--- config.mk ---
export PLATFORM = sky130hd
export DESIGN_NAME = ballot_tally_engine
export DESIGN_NICKNAME = d
export VERILOG_FILES = /design/src/rtl/ballot_tally_engine.sv
export SDC_FILE = /design/constraint.sdc
export NUM_CORES = 1
export LEC_CHECK = 0
export CORE_AREA = 2 2 185 187
export DETAILED_ROUTE_END_ITERATION = 7
export DIE_AREA = 0 0 187 189
export PLACE_DENSITY = 0.55
export SLEW_MARGIN = 40
export SYNTH_ARGS = -nofsm -noshare
export SYNTH_HDL_FRONTEND = slang
export SYNTH_SLANG_ARGS = --single-unit
--- constraint.sdc ---
create_clock -name clk -period 8.8 [get_ports clk]
set_input_delay 1.76 -clock clk [delete_from_list [all_inputs] [get_ports clk]]
set_output_delay 1.76 -clock clk [all_outputs]
set_load 0.03 [all_outputs]
--- src/rtl/ballot_tally_engine.sv ---
// ballot_tally_engine: session-based N-candidate vote counter with a sequential winner scan.
// Optional build macro BALLOT_VOTER_LOCKOUT_EN: one accepted vote per voter ID per session.
module ballot_tally_engine #(
    parameter int unsigned NUM_CAND   = 8,
    parameter int unsigned CNT_W      = 12,
    parameter int unsigned NUM_VOTERS = 16,
    localparam int unsigned IDX_W = (NUM_CAND > 1) ? $clog2(NUM_CAND) : 1,
    localparam int unsigned VID_W = (NUM_VOTERS > 1) ? $clog2(NUM_VOTERS) : 1
) (
    input  logic             clk,
    input  logic             rst,
    input  logic             open_i,
    input  logic             close_i,
    input  logic             clear_i,
    input  logic             vote_valid_i,
    input  logic [IDX_W-1:0] vote_cand_i,
    input  logic [VID_W-1:0] voter_id_i,
    output logic             vote_ready_o,
    output logic             vote_ack_o,
    output logic             vote_rej_o,
    output logic [1:0]       state_o,
    output logic [CNT_W-1:0] total_o,
    input  logic [IDX_W-1:0] rd_idx_i,
    output logic [CNT_W-1:0] rd_cnt_o,
    output logic             winner_valid_o,
    output logic [IDX_W-1:0] winner_idx_o,
    output logic [CNT_W-1:0] winner_cnt_o,
    output logic             tie_o,
    output logic             no_votes_o
);

    typedef enum logic [1:0] {
        S_IDLE  = 2'd0,
        S_OPEN  = 2'd1,
        S_TALLY = 2'd2,
        S_DONE  = 2'd3
    } state_t;

    localparam logic [CNT_W-1:0] CNT_MAX = '1;

    state_t           state;
    logic [CNT_W-1:0] cnt_q [NUM_CAND];
    logic [CNT_W-1:0] total_q;
    logic             ack_q;
    logic             rej_q;
    logic [CNT_W-1:0] rd_cnt_q;

    // Scan bookkeeping
    logic [IDX_W-1:0] scan_idx;
    logic [CNT_W-1:0] run_max;
    logic [IDX_W-1:0] run_idx;
    logic             run_tie;

    // Result registers
    logic             res_valid;
    logic [IDX_W-1:0] res_idx;
    logic [CNT_W-1:0] res_cnt;
    logic             res_tie;
    logic             res_none;

    // Combinational helpers
    logic             vote_take;
    logic             cand_ok;
    logic [CNT_W-1:0] cand_cnt;
    logic             voter_ok;
    logic             vote_ok;
    logic             vote_inc;
    logic             clr_session;
    logic [CNT_W-1:0] scan_cnt;
    logic             scan_last;
    logic [CNT_W-1:0] nxt_max;
    logic [IDX_W-1:0] nxt_idx;
    logic             nxt_tie;
    logic             nxt_none;
    logic             rd_ok;

`ifdef BALLOT_VOTER_LOCKOUT_EN
    logic [NUM_VOTERS-1:0] voted_q;
    logic                  vid_ok;

    // Voter must be in range and must not have voted yet this session
    always_comb begin
        vid_ok   = 32'(voter_id_i) < NUM_VOTERS;
        voter_ok = 1'b0;
        if (vid_ok) begin
            voter_ok = ~voted_q[voter_id_i];
        end
    end

    // Has-voted bitmap, cleared at every session boundary
    always_ff @(posedge clk or posedge rst) begin
        if (rst) begin
            voted_q <= '0;
        end else if (clr_session) begin
            voted_q <= '0;
        end else if (vote_inc) begin
            for (int i = 0; i < int'(NUM_VOTERS); i++) begin
                if (voter_id_i == VID_W'(i)) begin
                    voted_q[i] <= 1'b1;
                end
            end
        end
    end
`else
    logic unused_voter_id;

    // Voter identity plays no part in acceptance in this build
    always_comb begin
        unused_voter_id = ^voter_id_i;
        voter_ok        = 1'b1;
    end
`endif

    // Vote acceptance decision for the cycle a request is taken
    always_comb begin
        vote_take = (state == S_OPEN) && vote_valid_i && !clear_i;
        cand_ok   = 32'(vote_cand_i) < NUM_CAND;
        cand_cnt  = '0;
        if (cand_ok) begin
            cand_cnt = cnt_q[vote_cand_i];
        end
        vote_ok  = cand_ok && (cand_cnt != CNT_MAX) && (total_q != CNT_MAX) && voter_ok;
        vote_inc = vote_take && vote_ok;
        clr_session = clear_i || (open_i && ((state == S_IDLE) || (state == S_DONE)));
    end

    // One step of the winner scan: lowest index wins, equality marks a tie
    always_comb begin
        scan_cnt  = cnt_q[scan_idx];
        scan_last = 32'(scan_idx) == (NUM_CAND - 1);
        nxt_max   = run_max;
        nxt_idx   = run_idx;
        nxt_tie   = run_tie;
        if (scan_idx == '0) begin
            nxt_max = scan_cnt;
            nxt_idx = '0;
            nxt_tie = 1'b0;
        end else if (scan_cnt > run_max) begin
            nxt_max = scan_cnt;
            nxt_idx = scan_idx;
            nxt_tie = 1'b0;
        end else if (scan_cnt == run_max) begin
            nxt_tie = 1'b1;
        end
        nxt_none = (nxt_max == '0);
    end

    // Per-candidate counters
    always_ff @(posedge clk or posedge rst) begin
        if (rst) begin
            for (int i = 0; i < int'(NUM_CAND); i++) begin
                cnt_q[i] <= '0;
            end
        end else if (clr_session) begin
            for (int i = 0; i < int'(NUM_CAND); i++) begin
                cnt_q[i] <= '0;
            end
        end else if (vote_inc) begin
            for (int i = 0; i < int'(NUM_CAND); i++) begin
                if (vote_cand_i == IDX_W'(i)) begin
                    cnt_q[i] <= cnt_q[i] + CNT_W'(1);
                end
            end
        end
    end

    // Session FSM with handshake pulses, total, scan and result registers
    always_ff @(posedge clk or posedge rst) begin
        if (rst) begin
            state     <= S_IDLE;
            total_q   <= '0;
            ack_q     <= 1'b0;
            rej_q     <= 1'b0;
            scan_idx  <= '0;
            run_max   <= '0;
            run_idx   <= '0;
            run_tie   <= 1'b0;
            res_valid <= 1'b0;
            res_idx   <= '0;
            res_cnt   <= '0;
            res_tie   <= 1'b0;
            res_none  <= 1'b0;
        end else begin
            ack_q <= 1'b0;
            rej_q <= 1'b0;
            if (clear_i) begin
                state     <= S_IDLE;
                total_q   <= '0;
                scan_idx  <= '0;
                run_max   <= '0;
                run_idx   <= '0;
                run_tie   <= 1'b0;
                res_valid <= 1'b0;
                res_idx   <= '0;
                res_cnt   <= '0;
                res_tie   <= 1'b0;
                res_none  <= 1'b0;
            end else begin
                case (state)
                    S_IDLE, S_DONE: begin
                        if (open_i) begin
                            state     <= S_OPEN;
                            total_q   <= '0;
                            res_valid <= 1'b0;
                            res_idx   <= '0;
                            res_cnt   <= '0;
                            res_tie   <= 1'b0;
                            res_none  <= 1'b0;
                        end
                    end
                    S_OPEN: begin
                        if (vote_take) begin
                            ack_q <= vote_ok;
                            rej_q <= ~vote_ok;
                        end
                        if (vote_inc) begin
                            total_q <= total_q + CNT_W'(1);
                        end
                        if (close_i) begin
                            state    <= S_TALLY;
                            scan_idx <= '0;
                        end
                    end
                    S_TALLY: begin
                        run_max <= nxt_max;
                        run_idx <= nxt_idx;
                        run_tie <= nxt_tie;
                        if (scan_last) begin
                            state     <= S_DONE;
                            scan_idx  <= '0;
                            res_none  <= nxt_none;
                            res_tie   <= nxt_tie && !nxt_none;
                            res_valid <= !nxt_tie && !nxt_none;
                            res_idx   <= nxt_idx;
                            res_cnt   <= nxt_max;
                        end else begin
                            scan_idx <= scan_idx + IDX_W'(1);
                        end
                    end
                    default: state <= S_IDLE;
                endcase
            end
        end
    end

    // Registered count readback, zero for out-of-range selects
    always_ff @(posedge clk or posedge rst) begin
        if (rst) begin
            rd_cnt_q <= '0;
        end else begin
            rd_cnt_q <= rd_ok ? cnt_q[rd_idx_i] : '0;
        end
    end

    // Readback select range check
    always_comb begin
        rd_ok = 32'(rd_idx_i) < NUM_CAND;
    end

    assign vote_ready_o   = (state == S_OPEN);
    assign vote_ack_o     = ack_q;
    assign vote_rej_o     = rej_q;
    assign state_o        = state;
    assign total_o        = total_q;
    assign rd_cnt_o       = rd_cnt_q;
    assign winner_valid_o = res_valid;
    assign winner_idx_o   = res_idx;
    assign winner_cnt_o   = res_cnt;
    assign tie_o          = res_tie;
    assign no_votes_o     = res_none;

endmodule

==> impl_summary.md <==
Setup path
The worst register-to-register path ends at run_max[4]. The worst setup path category is primary input to register. For this run, the slowest stage of the critical path takes 0.77 ns. The largest fanout on the critical path is 26. The worst reg2reg path startpoint is scan_idx[0]. The cell with the largest stage delay on the worst path is clkdlybuf4s50_1.

The worst setup path is launched from a primary input. The critical path endpoint category is a register. The register-to-register path setup slack is 4.65 ns. The cell that appears most often on the critical path is buf_4. STA puts the critical path data arrival time at 5.67 ns. Measured in cells, the most critical reg-to-reg path has a length of 11. The critical path required time is 9.16 ns. The signal on the critical path passes through clkdlybuf4s50_1 > nor2b_1 > and3_1 > a41oi_2 > nand4b_4 > buf_4 > or2_1 > buf_4 > inv_1 > nand4_1 > mux2i_1.

Floorplan
The number of placement rows is 67. The I/O pin total is 63. The floorplan step set the die height to 189 microns. The area of the core is 0.0333 sq mm. The starting density of the core is 29.7%. The area of the die is 0.0353 sq mm.

The die is approximately 190 microns wide.

Synth
Synthesis handed over a netlist of 1001 instances. Summing the areas of all and, or, nand and nor instances in the mapped netlist gives a little over a fifth of the synthesized area. Of all flip-flops after synthesis, the portion carrying an async set or reset was between 90% and 100%. The sequential-to-total area share from yosys stat is 40.8%. In the synthesized netlist the dominant register cell turns out to be dfrtp_1.

The cell area after synthesis is 0.00988 sq mm. The portion of synthesized area spent on multiplexers is 16.7%. A synthesized cell averages 9.87 sq um.

Counting distinct cell types in the post-synthesis netlist gives 57. The number of enable-type register cells in the synthesized netlist is 0. The synthesized netlist devotes 10.5% of its cell area to compound gates. The number of storage elements in the synthesis netlist is 161. For this run, the number of Yosys warnings is 0.

The fraction of synthesized cell area in xor and xnor cells is under 10%. The synthesized netlist devotes under 10% of its cell area to adder and majority cells. The largest family of logic cells by synthesized area is simple AND/OR/NAND/NOR gates.

Synthesis produced a netlist with a net count of approximately 1000.

Timing
The slack of the critical path is 3.49 ns. For this run, the top clock speed supported by timing is 0.188 GHz. The post-layout minimum cycle time is 5.31 ns. The total negative setup slack is 0 ns. The number of endpoints failing setup at the final stage is 0. The number of slew-limit violations in the final report is 0. Setup repair after global routing left no endpoint under its margin. The worst-case clock skew is around 0.0096 ns. The final hold violation count came to 0. The worst max-slew margin expressed relative to the limit is between 40% and 50%. The transition time at the pin with the least slew margin is 0.773 ns.

The final critical path takes up between 60% and 70% of the cycle.

Routing
For this block, the initial DRC count from the detailed router was 723. The total DRC errors in the routed layout is 0. For this block, the routed nets add up to 28.6 mm of wire. The final route contains 8080 vias. The first detailed-routing pass took 6 iterations. The average wire length per cell after detail routing is 19.2 microns. The ratio of routed vias to standard cells is around 5.4.

The detail route stage leaves a number of antenna-violating nets equal to 0.

GRT
The total global-route track usage is 16.7%. The number of global-route vias before repair is 7909. The first-pass GRT wire length is 46.6 mm. The total congestion overflow is 0. The number of antenna violations at the first check in global routing is 0.

The pin count of the biggest net entering global routing is 91.

Placed design
The standard cell area after detailed placement is 0.0109 sq mm. At the placement stage, the worst setup path has a slack of 3.14 ns. Buffers placed on the I/O ports in this run total 58. The final RePlAce weighted congestion is 0.846.

The estimated wirelength of the detail-placed design is slightly below 20 mm.

Clock tree
TritonCTS built the clock tree. The clock tree synthesis step divided the H-tree into 4 levels. Buffers inserted during clock tree synthesis total 17. The number of resized instances in the post-cts repair step is 0. The clock tree root buffer cell is clkbuf_16. The maximum number of buffers from clock root to sink is 2.

The clock latency at the later pin of the worst-skew pair is 0.43 ns. The quantity of hold-fixing buffers added after cts is 0. For this design, the sink count on the clock tree is 161.

Buffers added to address setup during post-CTS repair amount to 0. The clock-pin slew on the worst setup and hold paths is 0.07 ns.

Power and ir drop
The net switching power is 745 uW. The power density over cell area is between 150 and 200 mW/mm^2. The relative contribution of the clock network to total power is 34.1%.

The combinational fraction of design power is ~28%. The proportion of power drawn by flip-flops and latches is 38.0%. The leakage component of the power is about 4.4 nW. The internal power of the cells is 1.32 mW.

Net switching is 36.1% of the power. After layout, the design draws a total of 2.06 mW. The worst-case vdd ir drop is 136 uV.

Layout
After routing the design area is 0.0115 sq mm. Counting the fill cells in the layout gives 3410. The net count of the finished layout is 1071. Of the cells placed in the final design, the portion with a size suffix greater than 1 is 12.9%. The most frequent standard cell in the layout excluding fill and tap cells is dfrtp_1. The relative area change from synthesis to final layout is 16.1%. Cells fill 34.5% of the core in the end. 0 antenna diodes ended up in the layout. The top cell types in the final layout, fill and taps aside, are dfrtp_1 (160), nor2_1 (114), nand2_1 (93).

Min path
The worst min-delay path category is register to register. For hold timing, the worst endpoint is winner_cnt_o[10]. In this run the most critical hold path is launched from winner_cnt_o[10]. Along the worst hold path, the cell count comes to 2.

Flow run
The max-capacitance violation count is 0.

Status
The run finished with clean final reports.
==> cell usage after synthesis (all sizes together) (22+ instances only) <==
library cell | n | area (sq um)
nor4 | 34 | 219
inv | 32 | 120
ha | 26 | 325
dfrtp | 161 | 4030
mux4 | 44 | 991
mux2i | 44 | 440
a21oi | 50 | 250
o21ai | 22 | 110
xnor2 | 43 | 377
nand4 | 35 | 219
nor3 | 24 | 135
clkbuf | 42 | 158
nor2 | 114 | 428
nand3 | 38 | 190
nand2 | 93 | 349
==> power by group through the flow <==
stage | combinational [mW] | clock [mW] | sequential [mW]
floorplan | 0.408 | 0 | 0.810
global placement | 0.569 | 0 | 0.798
detailed placement | 0.577 | 0 | 0.798
CTS | 0.580 | 0.722 | 0.784
global route | 0.637 | 0.750 | 0.788
finish | 0.577 | 0.703 | 0.784
==> worst max-delay path, delay by kind of cell <==
| family | cells | cell delay (ns) |
|---|---|---|
| compound gates | 1 | 0.24 |
| buf+inv | 4 | 1.73 |
| mux | 1 | 0.19 |
| simple gates | 5 | 1.69 |
==> sequential cells by signal (all words and copies together), names as in the netlist <==
register	count
cnt_q	96
rd_cnt_o	12
run_max	12
total_o	12
winner_cnt_o	12
run_idx	3
scan_idx	3
winner_idx_o	3
state_o	2
no_votes_o	1
run_tie	1
tie_o	1
vote_ack_o	1
vote_rej_o	1
winner_valid_o	1
==> metrics by stage <==
| stage | hold slack [ns] | instances |
|---|---|---|
| floorplan | 0.465 | 1001 |
| global placement | 0.458 | 1458 |
| detailed placement | 0.470 | 1458 |
| CTS | 0.486 | 1490 |
| global route | 0.509 | 1490 |
| finish | 0.478 | 1490 |
==> worst max-delay path by stage <==
stage	from	end	slack, ns
floorplan	rst	cnt_q[0]	2.69
detailed placement	vote_cand_i[0]	total_o[7]	3.14
global route	vote_cand_i[0]	total_o[9]	3.29
CTS	vote_cand_i[0]	total_o[9]	3.58
finish	vote_cand_i[0]	total_o[9]	3.49
global placement	vote_cand_i[0]	total_o[7]	3.21
==> cell families after synthesis <==
kind of cell,after synthesis
mux,107
simple gates,416
xor+xnor,43
compound gates,154
fa+ha+maj,26
buf+inv,94
flops,161
==> layout make-up <==
type / count / area, sq um / area share, %
clock buffer: 18 / 439 / 3.83
clock inverter: 14 / 106 / 0.928
inverter: 33 / 131 / 1.15
multi-input combinational: 746 / 5520 / 48.2
sequential: 161 / 4030 / 35.1
tap: 448 / 561 / 4.89
timing repair buffer: 70 / 676 / 5.89
==> layer usage <==
metal | global-route usage (%) | wire length, microns
met1 | 24.5 | 13700
met2 | 25.0 | 12600
met3 | 3.82 | 1900
met4 | 3.48 | 385
met5 | 0 | 0
No activity file was read; power rests on OpenSTA's default activity.
